===== config.mk =====
export PLATFORM = sky130hd
export DESIGN_NAME = mempool_dma_burst_splitter
export DESIGN_NICKNAME = d
export VERILOG_FILES = /design/src/rtl/mempool_dma_burst_splitter_pkg.sv /design/src/rtl/mempool_dma_chunk_calc.sv /design/src/rtl/mempool_dma_burst_splitter.sv
export SDC_FILE = /design/constraint.sdc
export NUM_CORES = 1
export LEC_CHECK = 0
export BUFFER_PORTS_ARGS = -buffer_cell sky130_fd_sc_hd__clkbuf_2
export CORE_AREA = 2 2 229 231
export DETAILED_ROUTE_END_ITERATION = 16
export DIE_AREA = 0 0 231 233
export SLEW_MARGIN = 15
export SYNTH_ARGS = -nofsm -noshare
export SYNTH_HDL_FRONTEND = slang
export SYNTH_SLANG_ARGS = --single-unit

===== constraint.sdc =====
create_clock -name clk_i -period 4.9 [get_ports clk_i]
set_input_delay 0.49 -clock clk_i [delete_from_list [all_inputs] [get_ports clk_i]]
set_output_delay 0.49 -clock clk_i [all_outputs]
set_load 0.02 [all_outputs]

===== src/rtl/mempool_dma_burst_splitter_pkg.sv =====
// Shared types and constants for the MemPool DMA burst splitter.
package mempool_dma_burst_splitter_pkg;

    localparam int unsigned NumBackends = 4;
    localparam int unsigned ChunkBytes  = 256;
    localparam int unsigned AddrWidth   = 32;
    localparam int unsigned OutstWidth  = 8;
    localparam int unsigned IdWidth     = 4;

    localparam int unsigned ChunkOffW = $clog2(ChunkBytes);
    localparam int unsigned BeIdxW    = (NumBackends > 1) ? $clog2(NumBackends) : 1;

    typedef logic [AddrWidth-1:0] addr_t;

    // iDMA 1D burst request
    typedef struct packed {
        logic [IdWidth-1:0] id;
        addr_t              src;
        addr_t              dst;
        addr_t              num_bytes;
        logic [3:0]         cache_src;
        logic [3:0]         cache_dst;
        logic [1:0]         burst_src;
        logic [1:0]         burst_dst;
        logic               decouple_rw;
        logic               deburst;
        logic               serialize;
    } burst_req_t;

    typedef enum logic [1:0] {
        IDLE,
        SPLIT,
        WAIT
    } state_e;

    // Number of set bits in a per-backend completion vector.
    function automatic logic [OutstWidth-1:0] popcount(input logic [NumBackends-1:0] v);
        logic [OutstWidth-1:0] n;
        n = '0;
        for (int i = 0; i < NumBackends; i++) begin
            n = n + OutstWidth'(v[i]);
        end
        return n;
    endfunction

endpackage


===== src/rtl/mempool_dma_chunk_calc.sv =====
// Size and owning backend of the next chunk: the chunk runs from the current
// destination up to the next granule boundary, or to the end of the request.
module mempool_dma_chunk_calc
    import mempool_dma_burst_splitter_pkg::*;
(
    input  logic [ChunkOffW+BeIdxW-1:0] dst_low_i,
    input  logic [AddrWidth-1:0]        rem_i,
    output logic [AddrWidth-1:0]        chunk_o,
    output logic [BeIdxW-1:0]           tgt_o
);

    logic [AddrWidth-1:0] room;

    assign room    = AddrWidth'(ChunkBytes) - AddrWidth'(dst_low_i[ChunkOffW-1:0]);
    assign chunk_o = (rem_i < room) ? rem_i : room;
    assign tgt_o   = (NumBackends > 1) ? dst_low_i[ChunkOffW +: BeIdxW] : '0;

endmodule


===== src/rtl/mempool_dma_burst_splitter.sv =====
// Splits one DMA burst into granule-aligned chunks, steers each chunk to the
// backend owning its destination, and reports completion of the whole burst.
module mempool_dma_burst_splitter
    import mempool_dma_burst_splitter_pkg::*;
(
    input  logic                              clk_i,
    input  logic                              rst_i,
    input  burst_req_t                        burst_req_i,
    input  logic                              valid_i,
    output logic                              ready_o,
    output burst_req_t [NumBackends-1:0]      burst_req_o,
    output logic [NumBackends-1:0]            valid_o,
    input  logic [NumBackends-1:0]            ready_i,
    input  logic [NumBackends-1:0]            trans_complete_i,
    output logic                              trans_complete_o,
    output logic                              idle_o
);

    state_e                state_q;
    burst_req_t            req_q;
    addr_t                 src_q, dst_q, rem_q;
    logic [OutstWidth-1:0] outst_q, outst_d;
    logic                  tc_q;

    addr_t                 chunk;
    logic [BeIdxW-1:0]     tgt;
    logic                  accept, issue_valid, issue;
    logic [OutstWidth:0]   outst_inc, outst_dec;

    mempool_dma_chunk_calc u_calc (
        .dst_low_i (dst_q[ChunkOffW+BeIdxW-1:0]),
        .rem_i     (rem_q),
        .chunk_o   (chunk),
        .tgt_o     (tgt)
    );

    // Reset overrides every handshake-facing output in the cycle it is asserted.
    assign ready_o          = !rst_i && (state_q == IDLE);
    assign accept           = valid_i && ready_o;
    assign issue_valid      = !rst_i && (state_q == SPLIT) && (outst_q != '1);
    assign issue            = issue_valid && ready_i[tgt];
    assign idle_o           = rst_i || ((state_q == IDLE) && (outst_q == '0));
    assign trans_complete_o = tc_q && !rst_i;

    // Steer the current chunk to its owning backend; all other lanes stay zero.
    always_comb begin
        // NOTE: default every output first so no path through the block infers a latch.
        valid_o     = '0;
        burst_req_o = '0;
        if (issue_valid) begin
            valid_o[tgt]               = 1'b1;
            burst_req_o[tgt]           = req_q;
            burst_req_o[tgt].src       = src_q;
            burst_req_o[tgt].dst       = dst_q;
            burst_req_o[tgt].num_bytes = chunk;
        end
    end

    // Outstanding chunks: add this cycle's issue, remove all completions, floor at zero.
    always_comb begin
        outst_inc = {1'b0, outst_q} + (OutstWidth + 1)'(issue);
        outst_dec = {1'b0, popcount(trans_complete_i)};
        outst_d   = (outst_dec > outst_inc) ? '0 : OutstWidth'(outst_inc - outst_dec);
    end

    // Request FSM: latch a burst, walk it chunk by chunk, then wait for completions.
    always_ff @(posedge clk_i) begin
        // NOTE: non-blocking assignments keep every register sampling pre-edge values.
        if (rst_i) begin
            state_q <= IDLE;
            req_q   <= '0;
            src_q   <= '0;
            dst_q   <= '0;
            rem_q   <= '0;
            outst_q <= '0;
            tc_q    <= 1'b0;
        end else begin
            tc_q    <= 1'b0;
            outst_q <= outst_d;
            unique case (state_q)
                IDLE: begin
                    if (accept) begin
                        if (burst_req_i.num_bytes == '0) begin
                            tc_q <= 1'b1;
                        end else begin
                            req_q   <= burst_req_i;
                            src_q   <= burst_req_i.src;
                            dst_q   <= burst_req_i.dst;
                            rem_q   <= burst_req_i.num_bytes;
                            state_q <= SPLIT;
                        end
                    end
                end
                SPLIT: begin
                    if (issue) begin
                        src_q <= src_q + chunk;
                        dst_q <= dst_q + chunk;
                        rem_q <= rem_q - chunk;
                        if (rem_q == chunk) begin
                            state_q <= WAIT;
                        end
                    end
                end
                WAIT: begin
                    if (outst_d == '0) begin
                        state_q <= IDLE;
                        tc_q    <= 1'b1;
                    end
                end
                default: state_q <= IDLE;
            endcase
        end
    end

    // Recover the active lane's payload from the outputs and recompute its chunk independently.
    logic [ChunkOffW+BeIdxW-1:0] chk_dst_low;
    addr_t                       chk_num, chk_chunk;
    logic [BeIdxW-1:0]           chk_tgt;

    always_comb begin
        chk_dst_low = '0;
        chk_num     = '0;
        for (int i = 0; i < NumBackends; i++) begin
            chk_dst_low = chk_dst_low | burst_req_o[i].dst[ChunkOffW+BeIdxW-1:0];
            chk_num     = chk_num | burst_req_o[i].num_bytes;
        end
    end

    mempool_dma_chunk_calc u_chk (
        .dst_low_i (chk_dst_low),
        .rem_i     (rem_q),
        .chunk_o   (chk_chunk),
        .tgt_o     (chk_tgt)
    );

    // Invariants: one valid lane, payload consistent with its lane, no counter underflow.
    always @(posedge clk_i) begin
        if (!rst_i) begin
            a_onehot:    assert ($onehot0(valid_o));
            if (|valid_o) begin
                a_steer: assert (valid_o[chk_tgt] && (chk_num == chk_chunk));
            end
            a_underflow: assert (outst_dec <= outst_inc);
        end
    end

endmodule

# Yosys cells after proc, flatten, opt, wreduce, memory -nomap -nowiden
# Index checks and enable logic that the tools add are counted.
# W data, S select, Z words.
# op_classes
magnitude_cmp,4
n_mux,41
n_addsub,9
eq_ne,9
n_bitwise,2
n_reduce_logical,18
# op_table
operator,count
$bwmux W460,3
$demux W115 S2,4
$and A460 B460 Y460,1
$mux W460,1
$mux W32,10
$pmux W32 S2,3
$mux W115,1
$mux W111,1
$mux W79,1
$add A32 B32 Y32,2
$mux W47,1
$eq A32 B32 Y1,1
$logic_not A32 Y1,1
$lt A32 B32 Y1,1
$sub A32 B32 Y32,1
$logic_not A8 Y1,2
$mux W2,5
$sub A9 B8 Y10 const A,1
$add A8 B1 Y9,1
$gt A4 B9 Y1,1
$logic_and A1 B1 Y1,8
$mux W8,1
$ne A2 B2 Y1 const B,4
$ne A8 B8 Y1 const B,1
other kinds (23),27
# word_totals
word_cells,100
in_bits,126
reg_bits,222
output_inout_bits,467

# Depth between registers and ports, before layout
# Gate-level depths: netlist of the first run.
# logic_depth
ltp_word,10
mapped_depth,23
depth_no_buf,22

# Modules after synthesis
# From an unflattened synthesis of the first run, not the netlist that was laid out.
# hier_totals
hier_cells,2020
hier_area_um2,14445.1
# by_module_without_submodules
mod,area_per_inst_um2,n_inst,seq_area_each_um2,cells_each
mempool_dma_burst_splitter,13768.2,1,2522.4,1930
mempool_dma_chunk_calc,676.9,1,0.0,90

# Worst setup path before layout of the first run
# No wires, ideal clock.
# synth_timing
path_type,register -> register
from,register dst_q[2]
to,register rem_q[28]
t_arrival_ps,5234
synth_period_minus_slack_ps,5329
n_path_buf,2
required_ps,4805
setup_time_ps,95
path_stages_with_launch,23
setup_slack_ps,-429
cell_sequence,dfxtp_1 > clkbuf_1 > nor4_1 > nand2_1 > or3_1 > ha_1 > nor4b_4 > inv_2 > a211o_1 > nand2_1 > buf_4 > mux2i_1 > ha_1 > inv_1 > fa_1 > a21o_1 > a21o_1 > a21o_1 > a21oi_1 > o21ai_1 > a2111oi_0 > mux2i_1 > a221oi_1
# synth_between
elab_chain_cells,6
# synth_rtl
element,line_no,source
"start, declared",mempool_dma_burst_splitter.sv:21,"addr_t src_q, dst_q, rem_q;"
"start signal, assigned",mempool_dma_burst_splitter.sv:88,dst_q <= burst_req_i.dst;
"start signal, assigned",mempool_dma_burst_splitter.sv:97,dst_q <= dst_q + chunk;
$sub A9 B8 Y10 *,mempool_dma_chunk_calc.sv:14,assign room = AddrWidth'(ChunkBytes) - AddrWidth'(dst_low_i[ChunkOffW-1:0]);
$lt A32 B32 Y1,mempool_dma_chunk_calc.sv:15,assign chunk_o = (rem_i < room) ? rem_i : room;
$mux W32 *,mempool_dma_chunk_calc.sv:15,
$sub A32 B32 Y32 *,mempool_dma_burst_splitter.sv:98,rem_q <= rem_q - chunk;
$mux W32 *,mempool_dma_burst_splitter.sv:95,if (issue) begin
$pmux W32 S2 *,mempool_dma_burst_splitter.sv:80,unique case (state_q)
"end signal, assigned",mempool_dma_burst_splitter.sv:89,rem_q <= burst_req_i.num_bytes;
"end signal, assigned",mempool_dma_burst_splitter.sv:98,
"end, declared",mempool_dma_burst_splitter.sv:21,
# Mark *: on every way between the ends. The rest lies on a longest branch, timed or not. The select of a mux whose other input is x is not followed.
# A chain may end at the register's enable or synchronous reset.

# Worst setup path in the final report of the first run
# layout_timing
from,register rem_q[21]
to,register src_q[30]
# layout_between
elab_chain_cells,5
# layout_rtl
element,line_no,source
$lt A32 B32 Y1,mempool_dma_chunk_calc.sv:15,
$mux W32 *,mempool_dma_chunk_calc.sv:15,
$add A32 B32 Y32 *,mempool_dma_burst_splitter.sv:96,src_q <= src_q + chunk;
$mux W32 *,mempool_dma_burst_splitter.sv:95,
$pmux W32 S2 *,mempool_dma_burst_splitter.sv:80,
"end signal, assigned",mempool_dma_burst_splitter.sv:87,src_q <= burst_req_i.src;
"end signal, assigned",mempool_dma_burst_splitter.sv:96,
"end, declared",mempool_dma_burst_splitter.sv:21,
# Marks and branches as above.

==> results of run 1 <==
==> registers in the layout (all words and copies together), names as in the netlist <==
register,count
dst_q,32
rem_q,32
src_q,32
req_q,19
outst_q,8
state_q,2
tc_q,1
==> worst paths after layout <==
check	startpoint	end	slack [ns]	cells past startpoint
worst min-delay path	burst_req_i[113]	req_q[113]	0.23	3
worst max-delay path	rem_q[21]	src_q[30]	0.10	22
worst min register to register	req_q[14]	req_q[14]	0.49	2
worst max register to register	rem_q[21]	src_q[30]	0.10	22
==> final cells by class <==
type | count | area share (%)
tap | 680 | 4.64
multi-input combinational | 1645 | 58.1
timing repair buffer | 626 | 19.1
sequential | 126 | 13.8
clock inverter | 13 | 0.894
clock buffer | 19 | 2.42
antenna | 9 | 0.123
inverter | 49 | 1.00
==> per-layer routing <==
| layer | global-route usage [%] | part of all wire [%] |
|---|---|---|
| met2 | 35.0 | 48 |
| met3 | 4.31 | 6.2 |
| met1 | 24.6 | 42 |
| met5 | 0 | 0.15 |
| met4 | 9.66 | 3.4 |
==> where the power goes <==
part	total, mW	switching, mW	internal (mW)
logic	3.14	1.82	1.31
registers	1.37	0.209	1.16
clock network	1.39	0.579	0.813
total	5.89	2.61	3.28
==> cell usage after synthesis, types with 14 or more instances <==
cell type	number
xor2_1	23
nor4_1	18
a2111oi_0	15
ha_1	90
nor3_1	38
inv_1	48
buf_4	98
xnor2_1	35
and2_1	239
dfxtp_1	126
a311oi_1	28
o21ai_0	64
and3_1	93
nand3_1	33
a21oi_1	139
a211oi_1	32
nand2_1	197
a21o_1	39
o211ai_1	21
nor2_1	148
clkbuf_1	117
nand2b_1	17
a31oi_1	20
nand4_1	14
mux2i_1	20
or3_1	14
==> stage by stage <==
stage	total power [mW]	hold WS [ns]	std cells	util [%]	area (µm²)
3_3_place_gp	4.31	0.475	3116	33.9	17300
4_1_cts	5.77	0.178	3150	35.2	18000
6_report	5.89	0.227	3167	35.9	18300
5_1_grt	6.30	0.217	3165	35.9	18300
3_5_place_dp	4.32	0.480	3116	33.9	17300
2_1_floorplan	3.39	0.449	2050	-	14300
==> cell families (layout without fill, tap and decap cells) <==
| group | Yosys count | in the layout |
|---|---|---|
| mux | 23 | 23 |
| compound gates | 467 | 467 |
| simple gates | 862 | 862 |
| other cells | 1 | 149 |
| flops | 126 | 126 |
| fa+ha+maj | 95 | 95 |
| xor+xnor | 58 | 58 |
| buf+inv | 279 | 707 |
==> critical path, stage by stage, from the launching register on <==
cell and delay (ns):
dfxtp_2 0.32, or3_4 0.38, or2_4 0.25, or3_4 0.40, nor4b_4 0.33, inv_2 0.06
a211o_1 0.28, nand2_4 0.11, mux2i_4 0.27, buf_4 0.16, ha_4 0.12, inv_1 0.05
fa_2 0.35, nand2b_4 0.16, a21oi_2 0.12, buf_4 0.14, o211ai_1 0.09, buf_4 0.16
a21oi_4 0.17, o211ai_1 0.18, nand3_1 0.18, nor4b_2 0.25, o32ai_1 0.13
==> what timing repair did <==
| item | CTS | global route |
|---|---|---|
| hold buffers | 0 | 0 |
| buffers inserted | 2 | 8 |
| cloned | 0 | 0 |
| gates resized for setup | 6 | 63 |
| pin swaps | 10 | 30 |
| setup endpoints to repair | 12 | 67 |
==> impl_metrics.json, run 1 <==
{
  "status": "complete, no violations",
  "yosys_warnings": 0,
  "min_period_ns": 4.80,
  "final_cell_mix": "clkbuf_2, and2_1, nand2_1, nor2_1, conb_1",
  "synth_adder_area_share_pct": 9.01,
  "clk_latency_ns": 0.48,
  "synth_top_family_by_area": "simple AND/OR/NAND/NOR gates",
  "vias": 15500,
  "fin_crit_sh_pct": 98.0,
  "synthesis.area_um2": 13600,
  "grt_overflow": 0,
  "crit_type": "reg2reg",
  "async_flop_share_pct": 0,
  "rows": 83,
  "fin_skew_ns": 0.0116,
  "drt_iter0_markers": 815,
  "synth-seq-cells": 126,
  "syn_area_per_cell_um2": 7.12,
  "dr.pass1.iters": 5,
  "wl_per_cell_um": 18.4,
  "tns_ns": 0,
  "maxCapViolations": 0,
  "num_io_pins": 593,
  "cts.sinks": 126,
  "synthMuxAreaShare_pct": 1.72,
  "ir_drop_v": 0.000272,
  "post-place-ws_ns": -0.0677,
  "die_y_um": 233,
  "multi_input_area_um2": 10600,
  "drv_slew": 0,
  "start_kind": "flop",
  "fmax_mhz": 208,
  "viasPerCell": 4.90,
  "power.density_nw_per_um2": 321,
  "gp_congestion": 0.909,
  "core_um2": 51100,
  "drc_errors": 0,
  "synth_flop_cell": "dfxtp_1",
  "start_util_pct": 26.6,
  "clk_path_buf_depth": 2,
  "slew_headroom_pct": 43.0,
  "cts_buffers": 17,
  "grt_setup_unrepaired": "true",
  "root_buffer": "clkbuf_16",
  "ys_seq_area_share_pct": 18.5,
  "synth_edf_count": 0,
  "finalHoldViolCount": 0,
  "wirelength_mm": 58.2,
  "htree_levels": 4,
  "ff_latch_area_um2": 2520,
  "antenna_left": 0,
  "clkTransAtPathRegs_ns": 0.06,
  "leakagePower_nw": 9.15,
  "grt_pass1_wl_mm": 84.2,
  "yosys.area_share.simple_pct": 33.5,
  "synth_compound_area_share_pct": 23.0,
  "final_common_cell": "clkbuf_2",
  "syn2layout_area_growth_pct": 34.7,
  "synthCells": 1911,
  "nFillCells": 5541,
  "setup_slack_ns": 0.100,
  "yosys-top-cells-area": "dfxtp_1, and2_1, ha_1",
  "crit_required_ns": 5.22,
  "setup_viol": 0,
  "worstMarginPinSlew_ns": 0.854,
  "layout-drive-gt1-share_pct": 30.3,
  "yosys.area_share.xor_xnor_pct": 3.73,
  "synth_top_cell_area_share_pct": 18.5,
  "crit_fanout": 4,
  "crit_path_end_kind": "flop",
  "hpwl_mm": 45.0,
  "synth_area_leader_cell": "dfxtp_1",
  "worst_ep_arrival_time_ns": 5.12,
  "portBuffers": 496,
  "hp-class": "in2reg",
  "nNetsFinal": 2686,
  "grt_pass1_vias": 14000,
  "die_area_um2": 53800,
  "cts_tree": "done",
  "antenna_found_initial": 15,
  "chipWidth_um": 231,
  "grt_max_degree": 81,
  "synth.distinct_cells": 78,
  "grt_usage_pct": 20.6
}
No activity file was read; power rests on OpenSTA's default activity.
==> inputs of run 2 (changes only) <==
--- a/config.mk
+++ b/config.mk
@@ -6,9 +6,9 @@
 export NUM_CORES = 1
 export LEC_CHECK = 0
 export BUFFER_PORTS_ARGS = -buffer_cell sky130_fd_sc_hd__clkbuf_2
-export CORE_AREA = 2 2 229 231
+export CORE_AREA = 2 2 233 235
 export DETAILED_ROUTE_END_ITERATION = 16
-export DIE_AREA = 0 0 231 233
+export DIE_AREA = 0 0 235 237
 export SLEW_MARGIN = 15
 export SYNTH_ARGS = -nofsm -noshare
 export SYNTH_HDL_FRONTEND = slang
==> run 2 against run 1 <==
  * Worst hold slack improved by 0.037 ns
  * Sequential share of layout area is essentially flat
  * Combinational power hardly changed
  * Via count rose by 0.59%
  * Clock power about the same
==> impl_metrics.json, run 2 (synthesis results as in run 1) <==
{
  "status": "complete, no violations",
  "crit_end": "dst_q[30]",
  "tns_ns": 0,
  "r2r_slack_ns": 0.17,
  "critPathSlowestCell": "or4_4",
  "vias": 15600,
  "grt_setup_unrepaired": "true",
  "leakagePower_nw": 9.16,
  "worstPathCellList": "or4_4, or3_4, nor3_4, nor4b_4, inv_2, a211o_1, nand2_2, mux2i_4, buf_6, ha_2, inv_1, fa_2, nor2b_4, o31a_1, o221a_4, o2111a_1, o41a_1, a41oi_2, or4_1, nand3_1",
  "grt_util_met1_pct": 26.3,
  "hp-class": "in2reg",
  "setup_viol": 0,
  "rows": 85,
  "grt_usage_pct": 20.1,
  "syn2layout_area_growth_pct": 34.8,
  "grt_use_met3_pct": 3.63,
  "grt_max_degree": 114,
  "grt_pass1_vias": 14100,
  "die_y_um": 237,
  "nNetsFinal": 2681,
  "hpwl_mm": 44.9,
  "total_power_mw": 5.86,
  "chipWidth_um": 235,
  "fin_crit_sh_pct": 96.5,
  "drc_errors": 0,
  "cts_tree": "done",
  "final_common_cell": "clkbuf_2",
  "r2r_cells": 20,
  "fin_skew_ns": 0.0117,
  "layout-drive-gt1-share_pct": 30.4,
  "core_um2": 53300,
  "clkTransAtPathRegs_ns": 0.06,
  "clk_latency_ns": 0.45,
  "htree_levels": 4,
  "final_cell_mix": "clkbuf_2, and2_1, nand2_1, nor2_1, conb_1",
  "root_buffer": "clkbuf_16",
  "r2r-start": "rem_q[24]",
  "fmax_mhz": 212,
  "gp_congestion": 0.873,
  "multi_input_area_um2": 10700,
  "drv_slew": 0,
  "maxCapViolations": 0,
  "grtUsageMet2_pct": 33.5,
  "clk_path_buf_depth": 2,
  "reg_top3": "dst_q: 32 flops, rem_q: 32 flops, src_q: 32 flops",
  "antenna_left": 0,
  "drt_iter0_markers": 962,
  "cts_buffers": 17,
  "path_buf_inv": 3,
  "timing.rr.end": "dst_q[30]",
  "start_kind": "flop",
  "cts.sinks": 126,
  "die_area_um2": 55700,
  "critPathMaxStageDelay_ns": 0.53,
  "nFillCells": 5721,
  "wl_per_cell_um": 18.6,
  "antenna_found_initial": 12,
  "grt_pass1_wl_mm": 86.9,
  "worst_ep_arrival_time_ns": 5.12,
  "viasPerCell": 4.92,
  "busiest_layer": "met2",
  "finalHoldViolCount": 0,
  "ir_drop_v": 0.000292,
  "wirelength_mm": 59.1,
  "crit_type": "reg2reg",
  "crit_path_end_kind": "flop",
  "grt_overflow": 0,
  "min_period_ns": 4.73,
  "path_delay_family": "simple AND/OR/NAND/NOR gates",
  "utilization_pct": 34.4,
  "crit_start": "rem_q[24]",
  "slew_headroom_pct": 36.6,
  "worstMarginPinSlew_ns": 0.950,
  "crit_fanout": 5,
  "power.density_nw_per_um2": 319,
  "ff_latch_area_um2": 2530,
  "start_util_pct": 25.5,
  "num_io_pins": 593,
  "dr.pass1.iters": 5,
  "portBuffers": 496,
  "cp.depth": 20,
  "crit_required_ns": 5.29,
  "holdPathStages": 3
}
==> run 2: worst min-delay path by stage <==
stage                       endpoint  slack (ns)              from
after floorplan             src_q[1]        0.45          src_q[1]
after global placement      src_q[1]        0.47          src_q[1]
after detailed placement    src_q[1]        0.47          src_q[1]
after CTS                 req_q[111]        0.23  burst_req_i[111]
after global routing       src_q[16]        0.25   burst_req_i[95]
final                       req_q[5]        0.26    burst_req_i[5]
==> run 2: where the power goes <==
part	internal [mW]	switching, mW	total (mW)
clock network	0.824	0.536	1.36
logic	1.31	1.83	3.14
registers	1.16	0.197	1.35
==> run 2: through the flow <==
step                setup WS [ns]  cell area [µm²]  hold WS, ns  cells
CTS                       0.00227            18000        0.231   3160
detailed placement        -0.0921            17300        0.470   3128
global placement          -0.0513            17300        0.468   3128
global route              -0.0692            18300        0.251   3171
floorplan                 0.00187            14300        0.449   2050
finish                      0.172            18400        0.264   3173
==> run 2: routing by layer <==
| layer | routed length, µm | share of wire [%] |
|---|---|---|
| met1 | 26300 | 44 |
| met2 | 28000 | 47 |
| met3 | 3220 | 5.4 |
| met4 | 1570 | 2.7 |
| met5 | 99 | 0.17 |
==> run 2: layout make-up <==
| cell class | count | area share [%] |
|---|---|---|
| clock inverter | 11 | 0.764 |
| multi-input combinational | 1645 | 58.2 |
| tap | 696 | 4.75 |
| timing repair buffer | 621 | 18.9 |
| antenna | 4 | 0.0545 |
| sequential | 126 | 13.8 |
| inverter | 49 | 1.00 |
| clock buffer | 21 | 2.51 |
==> run 2: what timing repair did <==
item	in CTS	in global routing
hold buffers	0	0
setup buffers	0	9
gates resized for setup	9	64
endpoints found under the setup margin	9	62
pin swaps	2	35
==> run 2: tightest hold or removal path: stages <==
cell and delay (ns):
clkbuf_2 0.08, nand2_1 0.04, a21oi_1 0.05
==> inputs of run 3 (changes only) <==
--- a/config.mk
+++ b/config.mk
@@ -9,6 +9,7 @@
 export CORE_AREA = 2 2 233 235
 export DETAILED_ROUTE_END_ITERATION = 16
 export DIE_AREA = 0 0 235 237
+export REMOVE_ABC_BUFFERS = 1
 export SLEW_MARGIN = 15
 export SYNTH_ARGS = -nofsm -noshare
 export SYNTH_HDL_FRONTEND = slang
==> run 3 against run 2 <==
  * Flip-flop and latch count did not move
  * Critical path depth rose by 2
  * Total power rose by 1.9%
  * Combinational power rose by 3%
  * Sequential power barely moved
  * Cell count rose by 0.85%
  * Non-clock buffer count rose by 30
  * Die area did not move
  * First-iteration DRC count rose by 26%
  * Critical endpoint is now dst_q[26]
  * Highest routed layer unchanged
==> impl_metrics.json, run 3 (synthesis results as in run 1) <==
{
  "worst_ep_arrival_time_ns": 5.21,
  "final_cell_mix": "clkbuf_2, and2_1, nand2_1, buf_4, nor2_1",
  "rows": 85,
  "finalHoldViolCount": 0,
  "clkTransAtPathRegs_ns": 0.07,
  "viasPerCell": 4.93,
  "power.density_nw_per_um2": 322,
  "antenna_found_initial": 8,
  "final_area_um2": 18500,
  "crit_fanout": 4,
  "cts.sinks": 126,
  "crit_start": "dst_q[2]",
  "cts_tree": "done",
  "worstMarginPinSlew_ns": 1.03,
  "fin_crit_sh_pct": 98.2,
  "r2r_slack_ns": 0.09,
  "crit_type": "reg2reg",
  "antenna_left": 0,
  "htree_levels": 4,
  "start_kind": "flop",
  "setup_viol": 0,
  "r2r-start": "dst_q[2]",
  "portBuffers": 496,
  "syn2layout_area_growth_pct": 36.2,
  "tns_ns": 0,
  "wirelength_mm": 59.5,
  "post-place-ws_ns": -0.356,
  "holdPathStages": 3,
  "core_um2": 53300,
  "grt_setup_unrepaired": "true",
  "wl_per_cell_um": 18.6,
  "hold_ws_ns": 0.221,
  "fin_skew_ns": 0.0108,
  "grt_usage_pct": 20.5,
  "clk_path_buf_depth": 2,
  "status": "complete, no violations",
  "reg_top3": "dst_q: 32 flops, rem_q: 32 flops, src_q: 32 flops",
  "ir_drop_v": 0.000275,
  "placed_area_um2": 17500,
  "clk_latency_ns": 0.48,
  "die_y_um": 237,
  "grt_pass1_wl_mm": 87.4,
  "num_io_pins": 593,
  "cts_buffers": 17,
  "grt_pass1_vias": 14100,
  "nNetsFinal": 2711,
  "gp_congestion": 0.860,
  "crit_path_end_kind": "flop",
  "crit_required_ns": 5.30,
  "vias": 15800,
  "worstHoldEndpoint": "src_q[16]",
  "layout-drive-gt1-share_pct": 31.1,
  "setup_slack_ns": 0.0895,
  "grt_max_degree": 81,
  "die_area_um2": 55700,
  "r2r_cells": 22,
  "nFillCells": 5829,
  "grt_overflow": 0,
  "hp-class": "in2reg",
  "drv_slew": 0,
  "fmax_mhz": 208,
  "dr.pass1.iters": 6,
  "drc_errors": 0,
  "start_util_pct": 25.5,
  "timing.rr.end": "dst_q[26]",
  "hpwl_mm": 45.3,
  "hold_path_startpoint": "burst_req_i[95]",
  "root_buffer": "clkbuf_16",
  "chipWidth_um": 235,
  "min_period_ns": 4.81,
  "leakagePower_nw": 9.28,
  "drt_iter0_markers": 1215,
  "utilization_pct": 34.8,
  "maxCapViolations": 0,
  "slew_headroom_pct": 31.5,
  "final_common_cell": "clkbuf_2"
}
==> run 3: cell count changes in the layout (fill, tap and decap cells not counted), sizes merged <==
cell      before  now
buf          126  156
clkinv         7    3
clkinvlp       1    5
diode          4    1
clkbuf       516  517
inv           49   48
==> run 3: report_power, final <==
group / internal (mW) / switching, mW / leakage [nW] / total, mW
logic: 1.38 / 1.85 / 7.96 / 3.23
clock network: 0.822 / 0.550 / 0.278 / 1.37
registers: 1.16 / 0.209 / 1.04 / 1.37
==> run 3: cell type report <==
type	count	area, µm²	area share (%)
Multi-Input combinational cell	1645	10600	57.4
Timing Repair Buffer	651	3710	20.0
Sequential cell	126	2530	13.6
Tap cell	696	871	4.70
Clock buffer	22	464	2.50
Inverter	49	185	0.999
Clock inverter	10	138	0.743
Antenna cell	1	2.50	0.0135
==> run 3: worst max-delay path by stage <==
stage	end	slack [ns]	cells past startpoint
2_1_floorplan	rem_q[28]	-0.70	20
3_3_place_gp	rem_q[22]	-0.29	22
3_5_place_dp	src_q[28]	-0.36	23
4_1_cts	dst_q[30]	-0.005	22
5_1_grt	dst_q[26]	-0.14	23
6_report	dst_q[26]	0.09	22
==> run 3: metrics by stage <==
step | total power [mW] | cells
after floorplan | 3.21 | 1820
final | 5.97 | 3200
after CTS | 5.81 | 3195
after global routing | 6.38 | 3199
after global placement | 4.34 | 3160
after detailed placement | 4.34 | 3160
==> run 3: worst max-delay path: stages, from the launching register on <==
cell      delay, ns
dfxtp_2        0.33
nor4_4         0.26
buf_4          0.16
nand2_4        0.05
or3_4          0.40
ha_4           0.18
nor4b_4        0.29
inv_2          0.05
a211o_1        0.25
nand2_2        0.12
mux2i_4        0.27
ha_2           0.22
inv_2          0.05
fa_2           0.40
nor2b_2        0.14
o31a_1         0.19
o221a_4        0.22
o2111a_1       0.19
o41a_1         0.16
a41oi_2        0.13
buf_4          0.17
or3_1          0.30
a31oi_1        0.18
==> run 3: what timing repair did <==
item,4_1_cts,5_1_grt
cloned,0,0
endpoints found under the setup margin,38,68
hold buffers,0,0
buffers inserted,3,4
pin swaps,14,44
resized for setup,32,65
==> run 3: routing by layer <==
layer  GRT usage [%]  vias up  share of wire, %
li1                -     7718                 -
met1            26.4     7431                44
met2            34.9      552                48
met3            2.81       71               5.0
met4            6.98        2               2.5
met5               0        -             0.022
